File: src/rtl/muldiv_ctrl.sv
// HI/LO multiply/divide sequencer for a dual-issue E stage: accepts up to two
// mult/div ops per cycle, runs them oldest first and strobes HI/LO once per op.
module muldiv_ctrl #(
   parameter int MUL_LAT = 3
) (
   input  logic        clk,
   input  logic        resetn,
   input  logic [1:0]  req_valid,
   input  logic [3:0]  req_op,
   input  logic [63:0] req_a,
   input  logic [63:0] req_b,
   input  logic        flush,
   output logic        stall_out,
   output logic        hilo_we,
   output logic [31:0] hi_wdata,
   output logic [31:0] lo_wdata,
   output logic        busy
);

   typedef enum logic [1:0] {IDLE, MUL, DIV, DONE} state_t;

   state_t      state;
   logic [1:0]  pending;
   logic [1:0]  op_q;
   logic [31:0] a_q, b_q, bmag, quo, rem;
   logic [31:0] hi_res, lo_res;
   logic [4:0]  cnt;

   // Candidate slots: fresh requests in IDLE, leftovers from the same issue in DONE.
   logic [1:0]  cand;
   logic        launch, slot, l_signed;
   logic [1:0]  l_op;
   logic [31:0] l_a, l_b, l_amag, l_bmag;

   always_comb begin
      cand     = (state == IDLE) ? req_valid : ((state == DONE) ? pending : 2'b00);
      launch   = (|cand) && !flush;
      slot     = !cand[0];
      l_op     = slot ? req_op[3:2] : req_op[1:0];
      l_a      = slot ? req_a[63:32] : req_a[31:0];
      l_b      = slot ? req_b[63:32] : req_b[31:0];
      l_signed = (l_op == 2'b10);
      l_amag   = (l_signed && l_a[31]) ? (~l_a + 32'd1) : l_a;
      l_bmag   = (l_signed && l_b[31]) ? (~l_b + 32'd1) : l_b;
   end

   // Low 64 bits of a product of sign- or zero-extended operands is the exact result.
   logic [63:0] ext_a, ext_b, prod;
   always_comb begin
      ext_a = op_q[0] ? {32'b0, a_q} : {{32{a_q[31]}}, a_q};
      ext_b = op_q[0] ? {32'b0, b_q} : {{32{b_q[31]}}, b_q};
      prod  = ext_a * ext_b;
   end

   // One restoring step; quo holds the unconsumed dividend bits in its upper end.
   logic [32:0] rem_sh, diff;
   logic        qbit;
   logic [31:0] rem_nx, quo_nx, div_hi, div_lo;
   logic        d_signed;
   always_comb begin
      rem_sh   = {rem, quo[31]};
      diff     = rem_sh - {1'b0, bmag};
      qbit     = !diff[32];
      rem_nx   = qbit ? diff[31:0] : rem_sh[31:0];
      quo_nx   = {quo[30:0], qbit};
      d_signed = (op_q == 2'b10);
      if (b_q == 32'd0) begin
         div_lo = 32'hFFFF_FFFF;
         div_hi = a_q;
      end else begin
         div_lo = (d_signed && (a_q[31] ^ b_q[31])) ? (~quo_nx + 32'd1) : quo_nx;
         div_hi = (d_signed && a_q[31]) ? (~rem_nx + 32'd1) : rem_nx;
      end
   end

   always_ff @(posedge clk or negedge resetn) begin
      if (!resetn) begin
         state   <= IDLE;
         pending <= 2'b00;
         op_q    <= 2'b00;
         a_q     <= '0;
         b_q     <= '0;
         bmag    <= '0;
         quo     <= '0;
         rem     <= '0;
         hi_res  <= '0;
         lo_res  <= '0;
         cnt     <= '0;
      end else if (flush) begin
         state   <= IDLE;
         pending <= 2'b00;
         cnt     <= '0;
      end else begin
         case (state)
            IDLE, DONE: begin
               if (launch) begin
                  op_q    <= l_op;
                  a_q     <= l_a;
                  b_q     <= l_b;
                  bmag    <= l_bmag;
                  quo     <= l_amag;
                  rem     <= '0;
                  pending <= cand & ~(slot ? 2'b10 : 2'b01);
                  if (l_op[1]) begin
                     state <= DIV;
                     cnt   <= 5'd31;
                  end else begin
                     state <= MUL;
                     cnt   <= 5'(MUL_LAT - 1);
                  end
               end else begin
                  state <= IDLE;
               end
            end
            MUL: begin
               if (cnt == 5'd0) begin
                  hi_res <= prod[63:32];
                  lo_res <= prod[31:0];
                  state  <= DONE;
               end else begin
                  cnt <= cnt - 5'd1;
               end
            end
            DIV: begin
               rem <= rem_nx;
               quo <= quo_nx;
               if (cnt == 5'd0) begin
                  hi_res <= div_hi;
                  lo_res <= div_lo;
                  state  <= DONE;
               end else begin
                  cnt <= cnt - 5'd1;
               end
            end
            default: state <= IDLE;
         endcase
      end
   end

   // Reset and flush both silence every strobe in the cycle they are seen.
   always_comb begin
      stall_out = resetn && !flush && ((state == MUL) || (state == DIV) || launch);
      hilo_we   = resetn && !flush && (state == DONE);
      hi_wdata  = hilo_we ? hi_res : 32'd0;
      lo_wdata  = hilo_we ? lo_res : 32'd0;
      busy      = (state != IDLE);
   end

endmodule

File: config.mk
export PLATFORM = sky130hd
export DESIGN_NAME = muldiv_ctrl
export DESIGN_NICKNAME = d
export VERILOG_FILES = /design/src/rtl/muldiv_ctrl.sv
export SDC_FILE = /design/constraint.sdc
export NUM_CORES = 2
export LEC_CHECK = 0
export ABC_AREA = 1
export ABC_CLOCK_PERIOD_IN_PS = 12900
export BUFFER_PORTS_ARGS = -buffer_cell sky130_fd_sc_hd__buf_2
export CAP_MARGIN = 25
export CORE_UTILIZATION = 44
export CTS_CLUSTER_DIAMETER = 50
export DETAILED_ROUTE_END_ITERATION = 8
export GPL_ROUTABILITY_DRIVEN = 0
export HOLD_SLACK_MARGIN = 0.1
export PLACE_DENSITY = 0.65
export RECOVER_POWER = 50
export SYNTH_ARGS = -nofsm -noshare
export SYNTH_HDL_FRONTEND = slang
export SYNTH_SLANG_ARGS = --single-unit
File: constraint.sdc
create_clock -name clk -period 12.9 [get_ports clk]
set_clock_uncertainty 0.05 [all_clocks]
set_input_delay 2.58 -clock clk [delete_from_list [all_inputs] [get_ports clk]]
set_output_delay 2.58 -clock clk [all_outputs]
set_load 0.03 [all_outputs]
Word level (Yosys, flattened, before mapping):

Index checks and enable logic that the tools add are counted.

* register bits: 235
* output and inout port bits: 67
* word-level logic and storage cells: 105
* input port bits: 137

* $mul: 1
* multiplexer cells: 40
* equal/unequal tests: 11
* reductions and logical operators: 28
* bitwise logic cells: 8
* add/subtract/negate cells: 6

Operators with widths (count)
* 32-bit 2-to-1 mux: 17
* 32-bit case mux with 2 select lines: 4
* 32-bit by 1-bit adder with 32-bit output (second input constant): 4
* 64-bit 2-to-1 mux: 2
* 32-bit NOT: 4
* 64-bit by 64-bit multiplier with 64-bit output: 1
* 33-bit by 32-bit subtractor with 33-bit output: 1
* 32-bit logical NOT: 1
* 2-bit 2-to-1 mux: 11
* 5-bit 2-to-1 mux: 4
* 5-bit case mux with 2 select lines: 1
* 2-bit nonzero test: 5
* 2-bit == test (second input constant): 4
* 1-bit logical AND: 8
* 2-bit inequality test (second input constant): 3
* 3-bit inequality test (second input constant): 2
* 3-bit AND reduction: 2
* 2-bit OR reduction: 3
* 5-bit logical NOT: 1
* 5-bit by 1-bit subtractor with 5-bit output (second input constant): 1
* 2-bit case mux with 2 select lines: 1
* 2-bit AND reduction: 2
* 4-bit AND reduction: 1
* 3-bit by 1-bit inequality test with 1-bit output (second input constant): 1
* other kinds (8): 10

Logic depth before layout (Yosys ltp):

* depth after elaboration: 9
* mapped depth: 45
* mapped depth without buffers: 44

Least setup slack after synthesis:

OpenSTA, ideal clock, no wires.

* path kind: register to register
* from: register op_q[0]
* to: register hi_res[29]
* cell stages (with the launch flop): 35
* buffers on the path: 3
* clock period less this slack: 9230 ps
* slack: 3670 ps
* library setup time: 120 ps
* arrival: 9060 ps
* cells stage by stage: dfrtp_1 -> clkbuf_1 -> buf_1 -> clkbuf_1 -> nor2_1 -> fa_1 -> inv_1 -> fa_1 -> inv_1 -> fa_1 -> inv_1 -> fa_1 -> inv_1 -> fa_1 -> fa_1 -> fa_1 -> inv_1 -> fa_1 -> inv_1 -> fa_1 -> inv_1 -> fa_1 -> inv_1 -> ha_1 -> nand2_1 -> nor2_1 -> nand2_1 -> nor4_1 -> nand2_1 -> o21ai_0 -> a21oi_1 -> o21ai_0 -> nand2_1 -> inv_1 -> a21oi_1

* cells in the longest elaborated chain, start to end: 6

Ends and longest elaborated chain
* start, declared: RTL line 24 `logic [1:0] op_q;`
* start signal, assigned: RTL line 97 `op_q <= l_op;`
* branches (longest 5 deep; another with 64-bit by 64-bit multiplier with 64-bit output)
* 32-bit case mux with 2 select lines (*): RTL line 94 `case (state)`
* end signal, assigned: RTL line 117 `hi_res <= prod[63:32];`
* end signal, assigned: RTL line 128 `hi_res <= div_hi;`
* end, declared: RTL line 26 `logic [31:0] hi_res, lo_res;`

Every way passes the cells marked *. The select of a mux whose other input is x is not followed.
A chain may end at the register's enable or synchronous reset.

Worst setup path in the final report:

* from: register b_q[31]
* to: register hi_res[21]

* cells in the longest elaborated chain, start to end: 4

Ends and longest elaborated chain
* start, declared: RTL line 25 `logic [31:0] a_q, b_q, bmag, quo, rem;`
* start signal, assigned: RTL line 99 `b_q <= l_b;`
* 64-bit 2-to-1 mux or 32-bit logical NOT (tied branches): RTL line 51, 67
* 64-bit by 64-bit multiplier with 64-bit output or 32-bit 2-to-1 mux (tied branches): RTL line 52, 67
* 32-bit 2-to-1 mux (on tied branches): RTL line 116, 127
* 32-bit case mux with 2 select lines (*): RTL line 94

Every way passes the cells marked *; elsewhere a longest branch is shown, timed or not. The select of a mux whose other input is x is not followed.

==> flow_metrics.env <==
export IMPL_use_met3=0.0668
export IMPL_critPathSlowestCell="fa_1"
export IMPL_route_detailed_wl_per_inst_um=20.5
export IMPL_grtUsageMet2=0.458
export IMPL_yosysTopAreaCell="fa_1"
export IMPL_antenna_found_initial=5
export IMPL_synth_top_area_share=0.424
export IMPL_crit_path_end_kind="flop"
export IMPL_totalWireLength_mm=221
export IMPL_synth_warnings=0
export IMPL_drtIter0Drc=5548
export IMPL_fillers=15000
export IMPL_fmax_mhz=96.6
export IMPL_die_area_um2=154000
export IMPL_start_kind="flop"
export IMPL_clk_latency_ns=0.57
export IMPL_cts_setup_buffers=0
export IMPL_synth_area_top_cells="fa_1, inv_1, nand2_1"
export IMPL_seqCellArea_um2=5830
export IMPL_holdPathEnd="b_q[17]$_DFFE_PN0P_"
export IMPL_syn_area_per_cell_um2=7.66
export IMPL_syn_to_final_growth_pct=5.92
export IMPL_vias=56100
export IMPL_start_util=0.445
export IMPL_hold_violations=0
export IMPL_io_pins=204
export IMPL_path_delay_family="adder cells"
export IMPL_cp_data_arrival_time_ns=10.77
export IMPL_r2r_cells=39
export IMPL_grt_usage=0.295
export IMPL_max_slew_margin=-1.50
export IMPL_drv_slew=259
export IMPL_first_pass_iters=8
export IMPL_post_place_ws_ns=2.60
export IMPL_grt_pass1_vias=58100
export IMPL_synth_edff_count=0
export IMPL_hold_buffers=0
export IMPL_layout_drive_gt1_share=0.0605
export IMPL_io_buffers=203
export IMPL_hold_path_depth=2
export IMPL_setup_tns_ns=0
export IMPL_netlist_instances=8765
export IMPL_setup_viol=0
export IMPL_hold_start="b_q[17]$_DFFE_PN0P_"
export IMPL_fp_row_count=142
export IMPL_cts_tree="built"
export IMPL_min_period_ns=10.35
export IMPL_multiInputGateArea_um2=49800
export IMPL_numClockSinks=233
export IMPL_regToRegEndpoint="hi_res[21]$_DFFE_PN0P_"
export IMPL_drc=0
export IMPL_dpl_cell_area_um2=70000
export IMPL_grt_setup_unrepaired="false"
export IMPL_clockBufferDepth=3
export IMPL_post_route_period_util=0.802
export IMPL_synth_cell_types=59
export IMPL_setup_ws_ns=2.55
export IMPL_ant_nets=0
export IMPL_cts_buffers=35
export IMPL_avgViaCountPerCell=5.20
export IMPL_grt_pass1_wl_mm=342
export IMPL_cts_resized=0
export IMPL_crit_path_frequent_cell="fa_1"
export IMPL_htreeDepth=2
export IMPL_stdcell_area_um2=71100
export IMPL_seq_area_frac_synth=0.0869
export IMPL_core_region_area_um2=151000
export IMPL_rrSetupSlack_ns=2.55
export IMPL_status="complete, but fails checks"
export IMPL_violations="capacitance limit, slew limit"
export IMPL_synth_main_ff_cell="dfrtp_1"
export IMPL_root_buffer="clkbuf_16"
export IMPL_crit_path_max_incr_delay_ns=0.51
export IMPL_rr_startpoint="b_q[31]$_DFFE_PN0P_"
export IMPL_place_hpwl_mm=181
export IMPL_syn_num_nets=10700
export IMPL_critPathBufInv=9
export IMPL_crit_type="reg2reg"
export IMPL_die_h_um=393
export IMPL_hp_class="reg2reg"
export IMPL_grt_use_met1=0.393
export IMPL_drv_cap=5
export IMPL_die_w_um=393
export IMPL_critPathRequiredTime_ns=13.32
export IMPL_synth_seq_cells=233
export IMPL_busiest_layer="met2"
export IMPL_clk_pin_slew_worst_paths_ns=0.06
export IMPL_worst_pin_slew_ns=3.75
export IMPL_nNetsFinal=10600
export IMPL_grt_max_degree=130
export IMPL_syn_area_um2=67100
export IMPL_globalRouteOverflowTotal=0
export IMPL_ys_async_sr_fraction=1.00
export IMPL_worst_path_max_fanout=34
how the worst max path moves through the flow:
stage,startpoint,to,depth (start not counted)
finish,b_q[31]$_DFFE_PN0P_,hi_res[21]$_DFFE_PN0P_,39
global route,b_q[31]$_DFFE_PN0P_,hi_res[21]$_DFFE_PN0P_,39
CTS,op_q[0]$_DFFE_PN0P_,hi_res[29]$_DFFE_PN0P_,31
detailed placement,op_q[0]$_DFFE_PN0P_,hi_res[29]$_DFFE_PN0P_,31
global placement,b_q[31]$_DFFE_PN0P_,hi_res[21]$_DFFE_PN0P_,39
floorplan,op_q[0]$_DFFE_PN0P_,hi_res[29]$_DFFE_PN0P_,34
cell usage in the layout (no fill, tap or decap), drive strengths merged, types with 68 or more instances in the layout:
cell type	Yosys	routed
a21oi	238	238
buf	41	304
dfrtp	233	233
fa	1420	1420
ha	351	351
inv	2651	2656
nand2	2013	2013
nand3	184	184
nor2	472	472
o21ai	347	347
or2	68	68
through the flow:
| step | util | cells | hold WS (ns) |
|---|---|---|---|
| final | 0.472 | 10800 | 0.423 |
| after CTS | 0.472 | 10800 | 0.426 |
| after global placement | 0.465 | 10700 | 0.409 |
| after detailed placement | 0.465 | 10700 | 0.412 |
| after floorplan | - | 8765 | 0.399 |
| after global routing | 0.472 | 10800 | 0.457 |
worst reg2reg max path: cells and delay by family (launching register included):
family          cells  cell delay, ns
compound gates      5            1.03
fa+ha+maj          10            4.63
buf+inv             9            1.52
flops               1            0.32
simple gates       15            2.75
cells by family after synthesis:
| group | Yosys count | share of synthesized area |
|---|---|---|
| flops | 233 | 0.0869 |
| simple gates | 2839 | 0.173 |
| buf+inv | 3030 | 0.171 |
| compound gates | 784 | 0.0660 |
| mux | 14 | 0.00211 |
| fa+ha+maj | 1771 | 0.489 |
| xor+xnor | 94 | 0.0123 |
metal layers:
metal | part of all wire | wire length [um]
met2 | 0.45 | 99000
met5 | 0.00019 | 43
met3 | 0.10 | 22900
met4 | 0.052 | 11400
met1 | 0.40 | 87900
synthesized netlist by cell type (4+ instances only):
cell type,number
nand2_4,7
xnor2_1,47
nand3b_1,8
nor2_2,22
a31oi_1,53
xor2_1,47
mux2i_1,13
nand2_1,1975
nor4_1,21
nand3_2,8
o21ai_1,27
buf_6,6
dfrtp_1,233
or2_2,64
nand3_1,176
o21ai_0,310
or2_1,4
nand2_2,31
fa_1,1420
inv_2,12
o211ai_1,13
o221ai_1,32
nor3_1,35
buf_1,18
a21boi_0,4
nor2_1,440
buf_4,7
o22ai_1,36
and3_1,4
o21ai_2,9
a21o_1,12
o31ai_1,5
buf_2,9
a21oi_1,235
clkbuf_1,337
o21a_1,16
inv_1,2639
o21bai_1,17
nor2_4,10
nand4_1,28
ha_1,351
registers in the layout (all words and copies together), names as in the netlist:
name / cells
a_q: 32
b_q: 32
bmag: 31
cnt: 5
hi_res: 32
lo_res: 32
op_q: 2
pending: 1
quo: 32
rem: 32
state: 2
layout make-up:
class                   instances  share of cell area
diodes                          1           0.0000352
multi-input cells            5502               0.701
flip-flops and latches        233              0.0821
repair buffers                312              0.0260
inverters                    2652               0.140
clock inverters                18             0.00252
well taps                    2016              0.0355
clock buffers                  45              0.0131
Power is left out: the tool's default activity adds up to more than one toggle a clock period on the data nets, which glitch-free logic cannot reach.
